`src/rtl/prog_load_ctrl.sv`:
```
// prog_load_ctrl: streams a program into instruction memory, then owns CPU reset/enable (run, halt, resume, watchdog).
// Latency: memory write one cycle after each stream handshake; backpressure: in_ready is high only while a load is active.
module prog_load_ctrl #(
    parameter int ADDR_W    = 11,
    parameter int DATA_W    = 32,
    parameter int START_ADR = 0,
    parameter int MAX_RUN   = 0
) (
    input  logic              clk,
    input  logic              reset,
    input  logic              start_load,
    input  logic [ADDR_W:0]   load_len,
    input  logic              in_valid,
    input  logic [DATA_W-1:0] in_data,
    output logic              in_ready,
    input  logic              run_req,
    input  logic              halt_req,
    output logic [DATA_W-1:0] w_instruction,
    output logic [ADDR_W-1:0] w_adr,
    output logic              w_enable,
    output logic              cpu_en,
    output logic              cpu_resetn,
    output logic              load_done,
    output logic              load_err,
    output logic              timeout,
    output logic [31:0]       run_cnt,
    output logic [2:0]        state
);

    typedef enum logic [2:0] {
        S_IDLE   = 3'd0,
        S_LOAD   = 3'd1,
        S_LOADED = 3'd2,
        S_RUN    = 3'd3,
        S_HALT   = 3'd4
    } state_t;

    localparam logic [ADDR_W:0]   MAX_LEN = {1'b1, {ADDR_W{1'b0}}};
    localparam logic [ADDR_W-1:0] START   = ADDR_W'(START_ADR);
    localparam bit                WD_ON   = (MAX_RUN != 0);
    localparam logic [31:0]       WD_LAST = 32'(MAX_RUN) - 32'd1;

    state_t              r_state;
    logic [ADDR_W-1:0]   r_ptr;
    logic [ADDR_W:0]     r_remaining;
    logic                r_in_ready;
    logic [DATA_W-1:0]   r_w_instruction;
    logic [ADDR_W-1:0]   r_w_adr;
    logic                r_w_enable;
    logic                r_cpu_en;
    logic                r_cpu_resetn;
    logic                r_load_done;
    logic                r_load_err;
    logic                r_timeout;
    logic [31:0]         r_run_cnt;

    logic                w_len_ok;
    logic                w_handshake;
    logic [31:0]         w_cnt_inc;

    assign w_len_ok    = (load_len != '0) && (load_len <= MAX_LEN);
    assign w_handshake = in_valid && r_in_ready;
    assign w_cnt_inc   = (&r_run_cnt) ? r_run_cnt : r_run_cnt + 32'd1;

    always_ff @(posedge clk) begin
        if (reset) begin
            r_state         <= S_IDLE;
            r_ptr           <= START;
            r_remaining     <= '0;
            r_in_ready      <= 1'b0;
            r_w_instruction <= '0;
            r_w_adr         <= '0;
            r_w_enable      <= 1'b0;
            r_cpu_en        <= 1'b0;
            r_cpu_resetn    <= 1'b0;
            r_load_done     <= 1'b0;
            r_load_err      <= 1'b0;
            r_timeout       <= 1'b0;
            r_run_cnt       <= '0;
        end else begin
            r_w_enable  <= 1'b0;
            r_load_done <= 1'b0;
            case (r_state)
                // halt_req outranks both requests, so it simply blocks them here
                S_IDLE, S_LOADED, S_HALT: begin
                    if (!halt_req && start_load) begin
                        if (w_len_ok) begin
                            r_load_err   <= 1'b0;
                            r_ptr        <= START;
                            r_remaining  <= load_len;
                            r_run_cnt    <= '0;
                            r_in_ready   <= 1'b1;
                            r_cpu_en     <= 1'b0;
                            r_cpu_resetn <= 1'b0;
                            r_state      <= S_LOAD;
                        end else begin
                            r_load_err <= 1'b1;
                        end
                    end else if (!halt_req && run_req && (r_state != S_IDLE)) begin
                        r_timeout    <= 1'b0;
                        r_cpu_en     <= 1'b1;
                        r_cpu_resetn <= 1'b1;
                        r_state      <= S_RUN;
                    end
                end
                S_LOAD: begin
                    if (halt_req) begin
                        r_in_ready <= 1'b0;
                        r_load_err <= 1'b1;
                        r_state    <= S_IDLE;
                    end else if (w_handshake) begin
                        r_w_instruction <= in_data;
                        r_w_adr         <= r_ptr;
                        r_w_enable      <= 1'b1;
                        r_ptr           <= r_ptr + ADDR_W'(1);
                        r_remaining     <= r_remaining - (ADDR_W+1)'(1);
                        if (r_remaining == (ADDR_W+1)'(1)) begin
                            r_in_ready  <= 1'b0;
                            r_load_done <= 1'b1;
                            r_state     <= S_LOADED;
                        end
                    end
                end
                S_RUN: begin
                    r_run_cnt <= w_cnt_inc;
                    if (halt_req) begin
                        r_cpu_en <= 1'b0;
                        r_state  <= S_HALT;
                    end else if (WD_ON && (r_run_cnt >= WD_LAST)) begin
                        // >= keeps the budget per load: a resume after expiry gets one cycle
                        r_timeout <= 1'b1;
                        r_cpu_en  <= 1'b0;
                        r_state   <= S_HALT;
                    end
                end
                default: r_state <= S_IDLE;
            endcase
        end
    end

    assign in_ready      = r_in_ready;
    assign w_instruction = r_w_instruction;
    assign w_adr         = r_w_adr;
    assign w_enable      = r_w_enable;
    assign cpu_en        = r_cpu_en;
    assign cpu_resetn    = r_cpu_resetn;
    assign load_done     = r_load_done;
    assign load_err      = r_load_err;
    assign timeout       = r_timeout;
    assign run_cnt       = r_run_cnt;
    assign state         = r_state;

endmodule

```
`config.mk`:
```
export PLATFORM = sky130hd
export DESIGN_NAME = prog_load_ctrl
export DESIGN_NICKNAME = d
export VERILOG_FILES = /design/src/rtl/prog_load_ctrl.sv
export SDC_FILE = /design/constraint.sdc
export NUM_CORES = 1
export LEC_CHECK = 0
export ABC_CLOCK_PERIOD_IN_PS = 2250
export CAP_MARGIN = 20
export CORE_MARGIN = 2
export CORE_UTILIZATION = 44
export CTS_CLUSTER_SIZE = 16
export DETAILED_ROUTE_END_ITERATION = 10
export PLACE_DENSITY_LB_ADDON = 0.1
export SYNTH_ARGS = -nofsm -noshare
export SYNTH_HDL_FRONTEND = slang
export SYNTH_SLANG_ARGS = --single-unit
```
`constraint.sdc`:
```
create_clock -name clk -period 2.25 [get_ports clk]
set_input_delay 0.45 -clock clk [delete_from_list [all_inputs] [get_ports clk]]
set_output_delay 0.45 -clock clk [all_outputs]
set_load 0.03 [all_outputs]
```
==> results.ini, run 1 <==
[status]
status=completed

[sta]
rsz0062_at_grt=false
worst_slew_pin_slew_ns=0.5619
fmax_ghz=0.4608
finalCriticalPeriod_ns=2.170
worst_clock_skew_ns=0.01318
setup_viol=0
max_slew_margin=0.6254
hold_violations=0
drv_slew=0
post-route-period-util=0.9645

[placed_design]
routabilityCongestion=0.8989
dpl.hpwl_um=9902
dp_cells=905
port_buffers=133
dpl_cell_area_um2=6599

[clock_network]
cts_sinks=107
cts_max_path_buffers=2
htreeDepth=3
cts_hold_buf=0
cts_buffers=9
cts_tree=yes
clk_pin_slew_ns=0.10
root_buffer=clkbuf_8
worstSkewPairLatency_ns=0.38

[pwr]
powerDensity_nw_per_um2=564.5
pwr-share-seq=0.496
combPwrFrac=0.141
p_leak_nw=2.402
pwr-share-clk=0.362
power.switching_mw=1.001
switching_share=0.2539
intPower_mw=2.941
irDropWorstVdd_uv=414.9

[synthesis]
yosysWarnings=0
synth_seq_cells=107
synthCells=628
yosys-top-cells-area=dfxtp_1 44%, nand2_1 10%, a21oi_1 8.4%, o21ai_0 3.6%, nor2_1 3.2%
avgSynthCellArea_um2=7.760
ys_seq_area_frac=0.4395
async_flop_share=0
synth_nets=682
ys_types=52
yosysTopAreaCell=dfxtp_1
synth_edf_count=0
yosysTopAreaCellShare=0.4395
synth_area_um2=4873
ys.flop_type=dfxtp_1

[worst_setup_path]
path_class=in2reg
crit_arrival_ns=2.45
crit_path_max_fanout=6
end_kind=flip-flop
crit_required_ns=2.53
startpoint_type=input pin

[grt]
grt_usage=0.2300
gr-total-overflow=0
grt_pass1_vias=4712
antenna_found_initial=0
grt_pass1_wl_um=22040
grt_max_degree=48

[drt]
ant_nets=0
vias=5118
dr.pass1.iters=4
wire_per_inst_um=14.96
drc=0
via_per_inst=5.527
wirelength_um=13850
drtIter0Drc=334

[finish]
final_area_um2=6982
nFillCells=956
syn_to_final_growth_pct=43.26
nets=836
stdcell_count=926
diodes=0
drive_gt1_frac=0.1081

[die]
die_w_um=109.2
start_util=0.4496
core_um2=10840
die_height_um=109.2
dieArea_um2=11930
ioPinCount=135
core.rowCount=38

[worst_hold_path]
min_path_type=in2reg

[job]
cap_violations=0

[flip-flops by register name, summed over array words and instances, names as in the netlist]
name,cells
cpu_en,1
cpu_resetn,1
in_ready,1
load_done,1
load_err,1
r_ptr,11
r_remaining,12
run_cnt,32
state,3
w_adr,11
w_enable,1
w_instruction,32
[worst paths after layout]
check,start,end,slack [ns],depth (start not counted)
worst min-delay path,reset,state[2]$_SDFFE_PP0P_,0.37,2
worst max register to register,run_cnt[5]$_SDFFE_PP0P_,run_cnt[27]$_SDFFE_PP0P_,0.19,7
worst max-delay path,load_len[3],run_cnt[13]$_SDFFE_PP0P_,0.08,8
worst min register to register,w_adr[5]$_SDFFE_PP0P_,w_adr[5]$_SDFFE_PP0P_,0.46,2
[cell usage after synthesis, types with 2 or more instances]
cell type,count
nor4_1,6
o22ai_1,3
nand2_1,135
and3_1,4
ha_1,4
clkbuf_1,25
nor2_1,42
a21oi_1,82
nand3b_1,2
nor2b_1,2
nor3_1,14
o21ai_0,35
and2_1,2
a211oi_1,3
o32ai_1,2
inv_1,10
xnor2_1,5
o31a_1,3
buf_2,9
a311oi_1,7
buf_4,2
nand4_1,16
or4_1,5
o31ai_1,6
a31oi_1,9
a22oi_1,2
nand3_1,26
dfxtp_1,107
and4_1,3
o211ai_1,8
or3_1,14
a21o_1,2
o21a_1,3
buf_1,2
xor2_1,10
nand2b_1,2
[stage by stage]
stage               total power, mW  hold WS [ns]  utilization  setup TNS (ns)  setup slack, ns
finish                        3.941        0.3740       0.6440               0          0.07985
global route                  4.094        0.3869       0.6440               0         0.001853
CTS                           3.963        0.3621       0.6401               0         0.001472
detailed placement            2.517        0.4457       0.6087          -31.41          -0.6131
global placement              2.508        0.4413       0.6087          -28.19          -0.5475
floorplan                     2.272        0.4449            -               0          0.03597
[logic make-up (layout without fill, tap and decap cells)]
kind of cell / count (synthesis) / after routing / share of synthesized area
adder cells (fa/ha/maj): 4 / 4 / 0.01027
flip-flops: 107 / 107 / 0.4395
multiplexers: 1 / 1 / 0.002054
AND/OR/NAND/NOR: 280 / 280 / 0.2683
buffers and inverters: 49 / 207 / 0.04313
XOR/XNOR: 15 / 15 / 0.02696
AO/OA/AOI/OAI: 171 / 171 / 0.2090
other: 1 / 1 / 0.0007695
[layout by cell type, fill, tap and decap left out, types with 5 or more instances in the layout]
cell type / Yosys / layout
nor4_1: 6 / 6
clkbuf_8: 0 / 9
or3_1: 14 / 13
nand2_1: 135 / 132
o21ai_0: 35 / 33
dfxtp_1: 107 / 107
nand3_1: 26 / 26
xor2_1: 10 / 10
clkdlybuf4s50_1: 0 / 122
nor2_1: 42 / 42
o211ai_1: 8 / 8
buf_12: 0 / 5
a21oi_1: 82 / 82
inv_1: 10 / 10
xnor2_1: 5 / 5
nor3_1: 14 / 12
a311oi_1: 7 / 7
clkdlybuf4s15_1: 0 / 5
o31ai_1: 6 / 5
a31oi_1: 9 / 8
nand4_1: 16 / 16
buf_4: 2 / 39
[critical path, cell delays in order]
cell             delay, ns
clkdlybuf4s50_1       0.42
or3_4                 0.37
o31a_1                0.31
buf_4                 0.16
o31ai_4               0.30
buf_6                 0.16
bufbuf_16             0.25
nor2_1                0.04
[per-layer routing]
layer | track usage | part of all wire | routed length (µm) | vias to the layer above
met5 | 0 | 0 | 0 | -
met4 | 0.09313 | 0.019 | 265 | 0
met3 | 0.03586 | 0.042 | 585 | 21
met2 | 0.4059 | 0.51 | 7013 | 131
met1 | 0.2786 | 0.43 | 5990 | 2436
li1 | - | - | - | 2530
[final cells by class]
cell class,instances,area [µm²],area share
clock buffer,10,127.6,0.01828
clock inverter,5,110.1,0.01577
inverter,10,37.54,0.005376
multi-input combinational,472,2577,0.3692
sequential,107,2142,0.3068
tap,140,175.2,0.02509
timing repair buffer,182,1812,0.2595
[power by group through the flow]
stage                     combinational, mW  sequential [mW]  clock [mW]
final                                 0.556             1.96        1.43
after global routing                  0.603             1.96        1.53
after detailed placement              0.518             2.00           0
after global placement                0.510             2.00           0
after floorplan                       0.263             2.01           0
after CTS                             0.547             1.96        1.46
[repair_timing]
action,CTS,global route
endpoints found under the setup margin,54,36
pin swaps,12,5
setup buffers,4,0
resized for setup,21,12
gates cloned,1,1
Power figures use the tool's default switching activity.
==> inputs of run 2 (changes only) <==
--- a/config.mk
+++ b/config.mk
@@ -12,6 +12,7 @@
 export CTS_CLUSTER_SIZE = 16
 export DETAILED_ROUTE_END_ITERATION = 10
 export PLACE_DENSITY_LB_ADDON = 0.1
+export SLEW_MARGIN = 25
 export SYNTH_ARGS = -nofsm -noshare
 export SYNTH_HDL_FRONTEND = slang
 export SYNTH_SLANG_ARGS = --single-unit
==> results of run 2 <==
Final layout, timing and power as in run 1 (identical DEF).
==> inputs of run 3 (changes only) <==
--- a/config.mk
+++ b/config.mk
@@ -12,6 +12,7 @@
 export CTS_CLUSTER_SIZE = 16
 export DETAILED_ROUTE_END_ITERATION = 10
 export PLACE_DENSITY_LB_ADDON = 0.1
+export REMOVE_ABC_BUFFERS = 1
 export SLEW_MARGIN = 25
 export SYNTH_ARGS = -nofsm -noshare
 export SYNTH_HDL_FRONTEND = slang
==> run 3 against run 2 <==
Critical path depth is the same. First-iteration DRC count shrank 23%. Via count shrank 1.4%. Final cell count grew 0.86%. Largest power group unchanged. Clock skew shrank 0.0038 ns. Flip-flop and latch count is the same. Register-to-register slack lost 0.05 ns. Largest cell class unchanged. Combinational power grew 1%. Sequential power is essentially flat. Hold slack gained 0.066 ns. Routed wire length shrank 0.74%. Global-route usage is essentially flat.
==> results.ini, run 3 (synthesis results as in run 1) <==
[worst_hold_path]
min_path_type=in2reg
hold_start=load_len[5]
min_path_cells=5  ; +3
worstHoldEndpoint=r_remaining[5]$_SDFFE_PP0P_

[clock_network]
cts_buffers=9  ; unchanged
cts_max_path_buffers=2  ; unchanged
htreeDepth=3  ; unchanged
root_buffer=clkbuf_8
cts_sinks=107  ; unchanged
cts_tree=yes
clk_pin_slew_ns=0.10  ; about the same
cts_hold_buf=0  ; unchanged
worstSkewPairLatency_ns=0.37  ; about the same

[worst_setup_path]
path_class=in2reg
worstReg2RegEnd=run_cnt[0]$_SDFFE_PP0P_
r2r_start=run_cnt[14]$_SDFFE_PP0P_
ff2ff_setup_slack_ns=0.14  ; -0.05 ns
crit_required_ns=2.51  ; -0.02 ns
crit_path_max_fanout=5  ; -1
cp_slowest_cell=or4_4
r2r_cells=6  ; -1
end_kind=flip-flop
cpPeakStageDelay_ns=0.52  ; +0.10 ns
startpoint_type=input pin
crit_arrival_ns=2.47  ; +0.02 ns
path_cells=dlygate4sd2_1, or4_4, o31a_1, buf_4, o31ai_4, buf_6, bufbuf_16, a21oi_1

[sta]
drv_slew=0  ; unchanged
setup_viol=0  ; unchanged
post-route-period-util=0.9814  ; +0.01690
worst_clock_skew_ns=0.009367  ; -0.003812 ns
hold_violations=0  ; unchanged
setup_tns_ns=0  ; unchanged
fmax_ghz=0.4529  ; -1.7%
worst_slew_pin_slew_ns=0.5515  ; -0.01036 ns
worst_slack_ns=0.04182  ; -0.03803 ns
max_slew_margin=0.6323  ; +0.006907
finalCriticalPeriod_ns=2.208  ; +0.03803 ns
rsz0062_at_grt=true

[grt]
antenna_found_initial=0  ; unchanged
grt_pass1_vias=4780  ; +1.4%
gr-total-overflow=0  ; unchanged
grt_max_degree=42  ; -13%
grt_pass1_wl_um=22200  ; +0.75%
grt_usage=0.2299  ; about the same

[job]
cap_violations=0  ; unchanged

[die]
core_um2=10840  ; unchanged
core.rowCount=38  ; unchanged
die_height_um=109.2  ; unchanged
dieArea_um2=11930  ; unchanged
ioPinCount=135  ; unchanged
start_util=0.4496  ; unchanged
die_w_um=109.2  ; unchanged

[pwr]
irDropWorstVdd_uv=289.4  ; -30%
total_power_mw=3.643  ; -7.6%
p_leak_nw=2.408  ; +0.28%
powerDensity_nw_per_um2=519.0  ; -8.1%

[finish]
stdcell_count=934  ; +0.86%
regArea_um2=2143  ; about the same
multi_input_area_um2=2610  ; +1.3%
nets=844  ; +0.96%
nFillCells=984  ; +2.9%
diodes=0  ; unchanged
drive_gt1_frac=0.1259  ; +0.01780
final_area_um2=7018  ; +0.52%
layout.cells.most_common=nand2_1
layout_common_cells=134 x nand2_1, 121 x clkdlybuf4s50_1, 106 x dfxtp_1
syn_to_final_growth_pct=44.01

[status]
status=completed

[placed_design]
dp_cells=914  ; +0.99%
routabilityCongestion=0.8410  ; -6.4%
preCtsSetupSlack_ns=-0.5767  ; +0.03639 ns
dpl.hpwl_um=9893  ; about the same
port_buffers=133  ; unchanged
dpl_cell_area_um2=6679  ; +1.2%

[drt]
ant_nets=0  ; unchanged
wire_per_inst_um=14.72  ; -1.6%
drc=0  ; unchanged
drtIter0Drc=257  ; -23%
via_per_inst=5.401  ; -2.3%
wirelength_um=13750  ; -0.74%
dr.pass1.iters=5  ; +1
vias=5045  ; -1.4%

==> run 3: cell type report <==
type / count / share of cell area
Multi-Input combinational cell: 472 / 0.3719
Clock inverter: 4 / 0.003744
Tap cell: 140 / 0.02496
Sequential cell: 107 / 0.3054
Timing Repair Buffer: 190 / 0.2671
Clock buffer: 11 / 0.02157
Inverter: 10 / 0.005349
==> run 3: worst max path at each step <==
| stage | startpoint | endpoint | slack (ns) |
|---|---|---|---|
| 3_3_place_gp | load_len[7] | r_ptr[5]$_SDFFE_PP0P_ | -0.53 |
| 4_1_cts | load_len[3] | run_cnt[27]$_SDFFE_PP0P_ | 0.009 |
| 3_5_place_dp | load_len[7] | r_ptr[2]$_SDFFE_PP0P_ | -0.58 |
| 6_report | load_len[9] | run_cnt[27]$_SDFFE_PP0P_ | 0.04 |
| 5_1_grt | load_len[7] | r_ptr[2]$_SDFFE_PP0P_ | -0.02 |
| 2_1_floorplan | state[0]$_SDFFE_PP0P_ | r_ptr[5]$_SDFFE_PP0P_ | -2.12 |
==> run 3: what timing repair did <==
item,4_1_cts,5_1_grt
endpoints found under the setup margin,51,26
pin swaps,8,10
cloned,1,0
setup buffers,4,0
gates resized for setup,20,23
==> run 3: routing by layer <==
metal	up-vias	wire length, µm	GRT usage
li1	2545	-	-
met1	2382	5963	0.2821
met2	96	7082	0.4099
met3	22	478	0.03228
met4	0	227	0.08047
met5	-	0	0
==> run 3: report_power, final <==
| group | leakage, nW | switching (mW) | total (mW) | internal (mW) |
|---|---|---|---|---|
| clock network | 0.0912 | 0.662 | 1.12 | 0.457 |
| logic | 1.45 | 0.290 | 0.564 | 0.274 |
| registers | 0.864 | 0.0373 | 1.96 | 1.92 |
| total | 2.41 | 0.989 | 3.64 | 2.65 |
==> run 3: per-stage QoR <==
stage               utilization  hold slack (ns)
floorplan                     -           0.4445
global placement         0.6161           0.4416
detailed placement       0.6161           0.4464
CTS                      0.6423           0.4614
global route             0.6474           0.4844
finish                   0.6474           0.4401
==> run 3: worst max-delay path: cells and delay by family <==
kind | cells | cell delay [ns]
AOI/OAI and AO/OA | 3 | 0.66
buffers and inverters | 4 | 0.83
and+or+nand+nor | 1 | 0.52
